$ cat src/rtl/alu_ctrl.sv
// alu_ctrl: command sequencer for an external 16-bit Hack-style ALU.
// Decodes {op, a, b} commands into ALU control bits and returns result and flags.
// Each command uses a valid/ready handshake, and so does each response.
// Build option ALU_CTRL_MUL_EN enables op 15 as a shift-and-add multiply.
// Every partial-product add goes through the external ALU.
// Without that macro, op 15 is answered with rsp_err=1.
module alu_ctrl #(
   parameter int WIDTH     = 16,
   parameter int MUL_STEPS = 16
) (
   input  logic             clk,
   input  logic             reset,
   input  logic             cmd_valid,
   output logic             cmd_ready,
   input  logic [3:0]       cmd_op,
   input  logic [WIDTH-1:0] cmd_a,
   input  logic [WIDTH-1:0] cmd_b,
   output logic             rsp_valid,
   input  logic             rsp_ready,
   output logic [WIDTH-1:0] rsp_data,
   output logic             rsp_zr,
   output logic             rsp_ng,
   output logic             rsp_err,
   output logic [WIDTH-1:0] alu_x,
   output logic [WIDTH-1:0] alu_y,
   output logic             alu_zx,
   output logic             alu_nx,
   output logic             alu_zy,
   output logic             alu_ny,
   output logic             alu_f,
   output logic             alu_no,
   input  logic [WIDTH-1:0] alu_out,
   input  logic             alu_zr,
   input  logic             alu_ng
);

   localparam logic [1:0] ST_IDLE = 2'd0;
   localparam logic [1:0] ST_EXEC = 2'd1;
   localparam logic [1:0] ST_RESP = 2'd3;
`ifdef ALU_CTRL_MUL_EN
   localparam logic [1:0] ST_MUL  = 2'd2;
   localparam int         STEP_W  = (MUL_STEPS > 1) ? $clog2(MUL_STEPS) : 1;
   localparam logic [STEP_W-1:0] STEP_LAST = STEP_W'(MUL_STEPS - 1);
`endif

   localparam logic [3:0] OP_MUL    = 4'd15;
   localparam logic [5:0] CTRL_ZERO = 6'b101010;
   localparam logic [5:0] CTRL_ADD  = 6'b000010;

   // The multiply loop relies on one shift-add per result bit.
   generate
      if (MUL_STEPS != WIDTH) begin : g_bad_cfg
         $error("alu_ctrl: MUL_STEPS must equal WIDTH");
      end
   endgenerate

   // Control word {zx,nx,zy,ny,f,no} for each single-cycle opcode.
   // Op 15 falls through to the idle ZERO pattern.
   function automatic logic [5:0] f_decode(input logic [3:0] op);
      case (op)
         4'd0:    f_decode = 6'b101010;
         4'd1:    f_decode = 6'b111111;
         4'd2:    f_decode = 6'b111010;
         4'd3:    f_decode = 6'b001100;
         4'd4:    f_decode = 6'b110000;
         4'd5:    f_decode = 6'b001101;
         4'd6:    f_decode = 6'b110001;
         4'd7:    f_decode = 6'b001111;
         4'd8:    f_decode = 6'b110011;
         4'd9:    f_decode = 6'b011111;
         4'd10:   f_decode = 6'b000010;
         4'd11:   f_decode = 6'b010011;
         4'd12:   f_decode = 6'b000111;
         4'd13:   f_decode = 6'b000000;
         4'd14:   f_decode = 6'b010101;
         default: f_decode = CTRL_ZERO;
      endcase
   endfunction

   logic [1:0]       r_state;
   logic [3:0]       r_op;
   logic [WIDTH-1:0] r_a;
   logic [WIDTH-1:0] r_b;
   logic [WIDTH-1:0] r_rsp_data;
   logic             r_rsp_zr;
   logic             r_rsp_ng;
   logic             r_rsp_err;
   logic [5:0]       w_ctrl;
   logic             w_cmd_fire;
`ifdef ALU_CTRL_MUL_EN
   logic [WIDTH-1:0] r_acc;
   logic [WIDTH-1:0] r_mc;
   logic [WIDTH-1:0] r_mp;
   logic [STEP_W-1:0] r_step;
   logic [WIDTH-1:0] w_acc_next;

   // The ALU sum is kept only when the current multiplier bit is set.
   assign w_acc_next = r_mp[0] ? alu_out : r_acc;
`endif

   assign cmd_ready  = (r_state == ST_IDLE) && !reset;
   assign w_cmd_fire = cmd_valid && cmd_ready;
   assign rsp_valid  = (r_state == ST_RESP);
   assign rsp_data   = r_rsp_data;
   assign rsp_zr     = r_rsp_zr;
   assign rsp_ng     = r_rsp_ng;
   assign rsp_err    = r_rsp_err;
   assign {alu_zx, alu_nx, alu_zy, alu_ny, alu_f, alu_no} = w_ctrl;

   // Drive the ALU: latched operands in EXEC, acc + mc in MUL, otherwise the ZERO pattern.
   always_comb begin
      w_ctrl = CTRL_ZERO;
      alu_x  = '0;
      alu_y  = '0;
      if (r_state == ST_EXEC && r_op != OP_MUL) begin
         w_ctrl = f_decode(r_op);
         alu_x  = r_a;
         alu_y  = r_b;
      end
`ifdef ALU_CTRL_MUL_EN
      if (r_state == ST_MUL) begin
         w_ctrl = CTRL_ADD;
         alu_x  = r_acc;
         alu_y  = r_mc;
      end
`endif
   end

   // Sequencer FSM: accept a command, run it, then hold the response until it is taken.
   always_ff @(posedge clk) begin
      if (reset) begin
         r_state    <= ST_IDLE;
         r_op       <= '0;
         r_a        <= '0;
         r_b        <= '0;
         r_rsp_data <= '0;
         r_rsp_zr   <= 1'b0;
         r_rsp_ng   <= 1'b0;
         r_rsp_err  <= 1'b0;
`ifdef ALU_CTRL_MUL_EN
         r_acc      <= '0;
         r_mc       <= '0;
         r_mp       <= '0;
         r_step     <= '0;
`endif
      end else begin
         case (r_state)
            ST_IDLE: begin
               if (w_cmd_fire) begin
                  r_op    <= cmd_op;
                  r_a     <= cmd_a;
                  r_b     <= cmd_b;
                  r_state <= ST_EXEC;
`ifdef ALU_CTRL_MUL_EN
                  if (cmd_op == OP_MUL) begin
                     r_acc   <= '0;
                     r_mc    <= cmd_a;
                     r_mp    <= cmd_b;
                     r_step  <= '0;
                     r_state <= ST_MUL;
                  end
`endif
               end
            end
            ST_EXEC: begin
               // Op 15 only reaches EXEC when multiply is not built in.
               if (r_op == OP_MUL) begin
                  r_rsp_data <= '0;
                  r_rsp_zr   <= 1'b1;
                  r_rsp_ng   <= 1'b0;
                  r_rsp_err  <= 1'b1;
               end else begin
                  r_rsp_data <= alu_out;
                  r_rsp_zr   <= alu_zr;
                  r_rsp_ng   <= alu_ng;
                  r_rsp_err  <= 1'b0;
               end
               r_state <= ST_RESP;
            end
`ifdef ALU_CTRL_MUL_EN
            ST_MUL: begin
               // Fixed-latency multiply: no early exit, even if the multiplier has no bits left.
               r_acc  <= w_acc_next;
               r_mc   <= r_mc << 1;
               r_mp   <= r_mp >> 1;
               r_step <= r_step + STEP_W'(1);
               if (r_step == STEP_LAST) begin
                  r_rsp_data <= w_acc_next;
                  r_rsp_zr   <= (w_acc_next == '0);
                  r_rsp_ng   <= w_acc_next[WIDTH-1];
                  r_rsp_err  <= 1'b0;
                  r_state    <= ST_RESP;
               end
            end
`endif
            ST_RESP: begin
               if (rsp_ready) begin
                  r_state <= ST_IDLE;
               end
            end
            default: r_state <= ST_IDLE;
         endcase
      end
   end

endmodule

$ cat config.mk
export PLATFORM = sky130hd
export DESIGN_NAME = alu_ctrl
export DESIGN_NICKNAME = d
export VERILOG_FILES = /design/src/rtl/alu_ctrl.sv
export SDC_FILE = /design/constraint.sdc
export NUM_CORES = 1
export LEC_CHECK = 0
export CAP_MARGIN = 25
export CELL_PAD_IN_SITES_DETAIL_PLACEMENT = 0
export CELL_PAD_IN_SITES_GLOBAL_PLACEMENT = 2
export CORE_MARGIN = 1.5
export CORE_UTILIZATION = 25
export DETAILED_ROUTE_END_ITERATION = 8
export PLACE_DENSITY = 0.91
export SLEW_MARGIN = 20
export SYNTH_ARGS = -nofsm -noshare
export SYNTH_HDL_FRONTEND = slang
export SYNTH_SLANG_ARGS = --single-unit
$ cat constraint.sdc
create_clock -name clk -period 2.8 [get_ports clk]
set_clock_uncertainty 0.05 [all_clocks]
set_input_delay 0.28 -clock clk [delete_from_list [all_inputs] [get_ports clk]]
set_output_delay 0.28 -clock clk [all_outputs]
set_load 0.02 [all_outputs]
======== Word level (Yosys, flattened, before mapping) ========
Memory sizes are Yosys's and may differ from the RTL's. A register that Yosys moved wholly into a read port is not among the register bits.
Cells that the tools add are included.
W data, S select, Z words.
word-level totals
  memories kept ........................... 1
  bits of input ports ..................... 58
  register bits after elaboration ......... 57
  logic and storage cells ................. 34
  bits in read-only memories .............. 96
  output and inout bits ................... 59
memories
  memory           words  width  read ports  clocked after Yosys merged registers in  wr ports  line  text
  (no name shown)  16     6      1           1                                        0         60    case (op)
cells by class
  multiplexer cells ....................... 12
  reductions and logical operators ........ 7
  eq/ne operators ......................... 6
operators with widths
  cell                  number
  $mux W16              3
  $mux W4               2
  $mux W6               1
  $pmux W2 S3           1
  $eq A4 B4 Y1 const B  1
  $mux W2               2
  $ne A4 B4 Y1 const B  1
  $reduce_and A2 Y1     2
  $logic_and A1 B1 Y1   3
  $mux W1               3
  $eq A2 B1 Y1 const B  1
  $eq A2 B2 Y1 const B  1
  $logic_not A2 Y1      1
  $ne A2 B1 Y1 const B  1
  $ne A2 B2 Y1 const B  1
  $logic_not A1 Y1      1

======== Depth between registers and ports, before layout ========
  word-level depth ........................ 6
  mapped depth ............................ 7
  gate-level depth less buffers ........... 6

======== Worst setup path before layout ========
OpenSTA, ideal clock, no wires.
  path kind ............................... reg-to-reg
  start ................................... reg r_state[1]
  end ..................................... reg with a tool-made name
  stages on the path, launching flop included .. 8
  path buffers ............................ 1
  clock period less this slack ............ 1.858 ns
  setup slack ............................. 0.942 ns
  data required time ...................... 2.678 ns
  arrival time ............................ 1.736 ns
  library setup time ...................... 0.072 ns
  cells stage by stage .................... dfxtp_1 -> nor3b_2 -> buf_6 -> mux2i_2 -> inv_2 -> ha_1 -> mux2_2 -> mux2i_1
RTL lines
  element                 line  text
  start, declared         80    logic [1:0] r_state;
  start signal, assigned  132   r_state <= ST_IDLE;
  start signal, assigned  153   r_state <= ST_EXEC;
  start signal, assigned  178   r_state <= ST_RESP;

======== Final worst setup path ========
  start ................................... reg r_state[1]
  end ..................................... out alu_y[5]
between the ends
  word-level cells in the longest chain between the ends .. 3
RTL lines
  element              line  text
  $eq A2 B1 Y1         115   if (r_state == ST_EXEC && r_op != OP_MUL) begin
  $logic_and A1 B1 Y1  115
  $mux W16             115
  end, declared        25    output logic [WIDTH-1:0] alu_y,
Every way passes these cells.

==> flow_metrics.env <==
export IMPL_syn_to_final_growth_pct=56.4
export IMPL_grt_use_met1_pct=14.9
export IMPL_grt_antenna_before_repair=0
export IMPL_pwr_density_cell_mw_per_mm2=567
export IMPL_ys_types=36
export IMPL_synthesis_area_mm2=0.00270
export IMPL_fin_setup_tns_ns=0
export IMPL_grt_max_degree=43
export IMPL_grt_pass1_vias=2323
export IMPL_insertion_delay_ns=0.33
export IMPL_worstSetupEndpointType="output port"
export IMPL_cts_clk_slew_worst_paths_ns=0.06
export IMPL_die_area_mm2=0.0114
export IMPL_cts_tree="yes"
export IMPL_cts_sinks=63
export IMPL_drtIter0Drc=91
export IMPL_min_period_over_period_pct=92.3
export IMPL_ios=117
export IMPL_initial_core_util_pct=26.0
export IMPL_layout_drive_gt1_share_pct=8.82
export IMPL_syn_nets=379
export IMPL_rr_worst_depth=7
export IMPL_rr_startpoint="r_state[1]"
export IMPL_setup_viol=0
export IMPL_synth_seq_cells=63
export IMPL_slew_headroom_pct=63.7
export IMPL_crit_end="alu_y[5]"
export IMPL_hpwlAfterDp_um=4940
export IMPL_die_w_um=107
export IMPL_core_mm2=0.0104
export IMPL_rows=37
export IMPL_status="finished clean"
export IMPL_final_util_pct=40.6
export IMPL_grt_pass1_wl_um=11000
export IMPL_h_tree_depth=3
export IMPL_ys_warnings_count=0
export IMPL_ys_top_cells_by_area="dfxtp_1, nand2_1, and2_1"
export IMPL_ys_seq_area_share_pct=46.6
export IMPL_grt_use_met2_pct=20.1
export IMPL_worstPathMaxFanout=38
export IMPL_ant_nets=0
export IMPL_drt_drc_violations_left=0
export IMPL_ctsHoldBuffers=0
export IMPL_drt_wl_total_um=6990
export IMPL_period_minus_slack_ns=2.58
export IMPL_ir_worst_vdd_mv=0.208
export IMPL_routed_via_density=4.29
export IMPL_finalWeightedCongestion=0.728
export IMPL_rsz0062_at_grt="false"
export IMPL_avgSynthCellArea_um2=8.58
export IMPL_antenna_cells=0
export IMPL_numPortBuffers=116
export IMPL_cts_buffers=9
export IMPL_post_drt_wl_per_cell_um=12.3
export IMPL_max_cap_violations=0
export IMPL_hp_class="flip-flop to flip-flop"
export IMPL_grt_busiest_layer="met2"
export IMPL_worstPathArrival_ns=2.25
export IMPL_slew_viol_final=0
export IMPL_synth_top_area_cell="dfxtp_1"
export IMPL_cts_resized=0
export IMPL_worstSetupPathType="flip-flop to output port"
export IMPL_cts_root_buf="clkbuf_8"
export IMPL_r2r_setup_slack_ns=0.75
export IMPL_cts_buffer_depth=2
export IMPL_cts_setup_buffers=0
export IMPL_max_freq_ghz=0.387
export IMPL_die_y_um=107
export IMPL_worst_pin_slew_ns=0.530
export IMPL_nets=491
export IMPL_netlist_instances=315
export IMPL_dr_pass1_iters=4
export IMPL_critPathRequiredTime_ns=2.47
export IMPL_synth_top_area_share_pct=46.6
export IMPL_startpoint="r_state[1]"
export IMPL_vias=2430
export IMPL_hold_viol_final=0
export IMPL_grt_overflow_total=0
export IMPL_cp_start_kind="flip-flop"
export IMPL_p_leak_uw=0.00161
export IMPL_grtUsageTotal_pct=12.2
export IMPL_grt_use_met3_pct=2.55
-- state kept, by name, summed over array words and instances, names as in the netlist, named ones only --
| signal | count |
|---|---|
| r_a | 16 |
| r_state | 2 |
| rsp_ng | 1 |
| rsp_zr | 1 |
| r_b | 16 |
| rsp_data | 16 |
| rsp_err | 1 |
| r_op | 4 |
-- kinds of logic (layout without fill, tap and decap cells) --
family | after synthesis | count (layout) | synth area share [%]
AO/OA/AOI/OAI | 56 | 56 | 13.0
adder cells (fa/ha/maj) | 6 | 6 | 2.78
buffers and inverters | 32 | 148 | 5.41
flip-flops | 63 | 63 | 46.6
multiplexers | 14 | 14 | 6.20
AND/OR/NAND/NOR | 144 | 144 | 26.0
-- synthesized netlist by cell type, drive strengths merged --
cell / number
and2: 37
buf: 10
or2: 1
clkbuf: 13
a211oi: 2
nor4b: 1
o21ai: 32
nor3b: 1
a22oi: 18
and3: 2
and4b: 1
nor3: 2
a221oi: 1
a41oi: 1
mux2: 3
dfxtp: 63
inv: 9
and2b: 1
nand2b: 8
mux2i: 11
nor2: 19
ha: 6
nand2: 67
a32oi: 1
nor2b: 4
a2111oi: 1
-- worst min-delay path by stage --
| stage | start | endpoint | cells past startpoint |
|---|---|---|---|
| after CTS | r_b[1] | r_b[1] | 2 |
| after detailed placement | r_b[1] | r_b[1] | 2 |
| final | r_b[1] | r_b[1] | 2 |
| after floorplan | cmd_a[0] | r_a[0] | 2 |
| after global routing | r_b[2] | r_b[2] | 2 |
| after global placement | r_b[2] | r_b[2] | 2 |
-- through the flow --
stage	hold slack (ns)	worst slack (ns)	instances	instance area (um2)	total power [uW]
finish	0.396	0.216	567	4230	2400
global route	0.423	0.0532	567	4230	2530
CTS	0.398	0.170	567	4230	2440
detailed placement	0.389	0.362	552	4020	1570
global placement	0.384	0.421	552	4020	1560
floorplan	0.339	0.942	315	2700	1320
-- final cells by class --
class	count	area, um2
fillers	1082	6190
clock buffers	11	141
inverters	9	36.3
well taps	136	170
flip-flops and latches	63	1260
repair buffers	124	1230
clock inverters	4	70.1
multi-input cells	220	1320
-- critical path: stages (launching register included) --
cell and delay (ns):
dfxtp_1 0.35, nand2b_1 0.20, a41oi_4 0.19, buf_4 0.37
and2_1 0.19, clkdlybuf4s50_1 0.62
-- power by group --
| part | total, uW | internal, uW | switching (uW) |
|---|---|---|---|
| Combinational | 519 | 264 | 255 |
| Sequential | 1020 | 983 | 41.5 |
| Clock | 853 | 518 | 335 |
| Total | 2400 | 1770 | 631 |
-- placed cells by master (no fill, tap or decap), drive strengths merged, types with 2 or more instances in the layout --
cell type      count
o21ai             32
nand2             67
inv                9
nor2              19
ha                 6
nand2b             8
a22oi             18
clkinv             2
mux2i             11
nor3               2
clkdlybuf4s50    116
buf                8
clkbuf            11
and3               2
a211oi             2
dfxtp             63
nor2b              4
mux2               3
bufinv             2
and2              37
-- layer usage --
metal,up-vias,wire length (um)
li1,1255,-
met1,1094,3180
met2,66,3330
met3,15,289
met4,0,184
met5,-,0
Power figures use the tool's default switching activity.
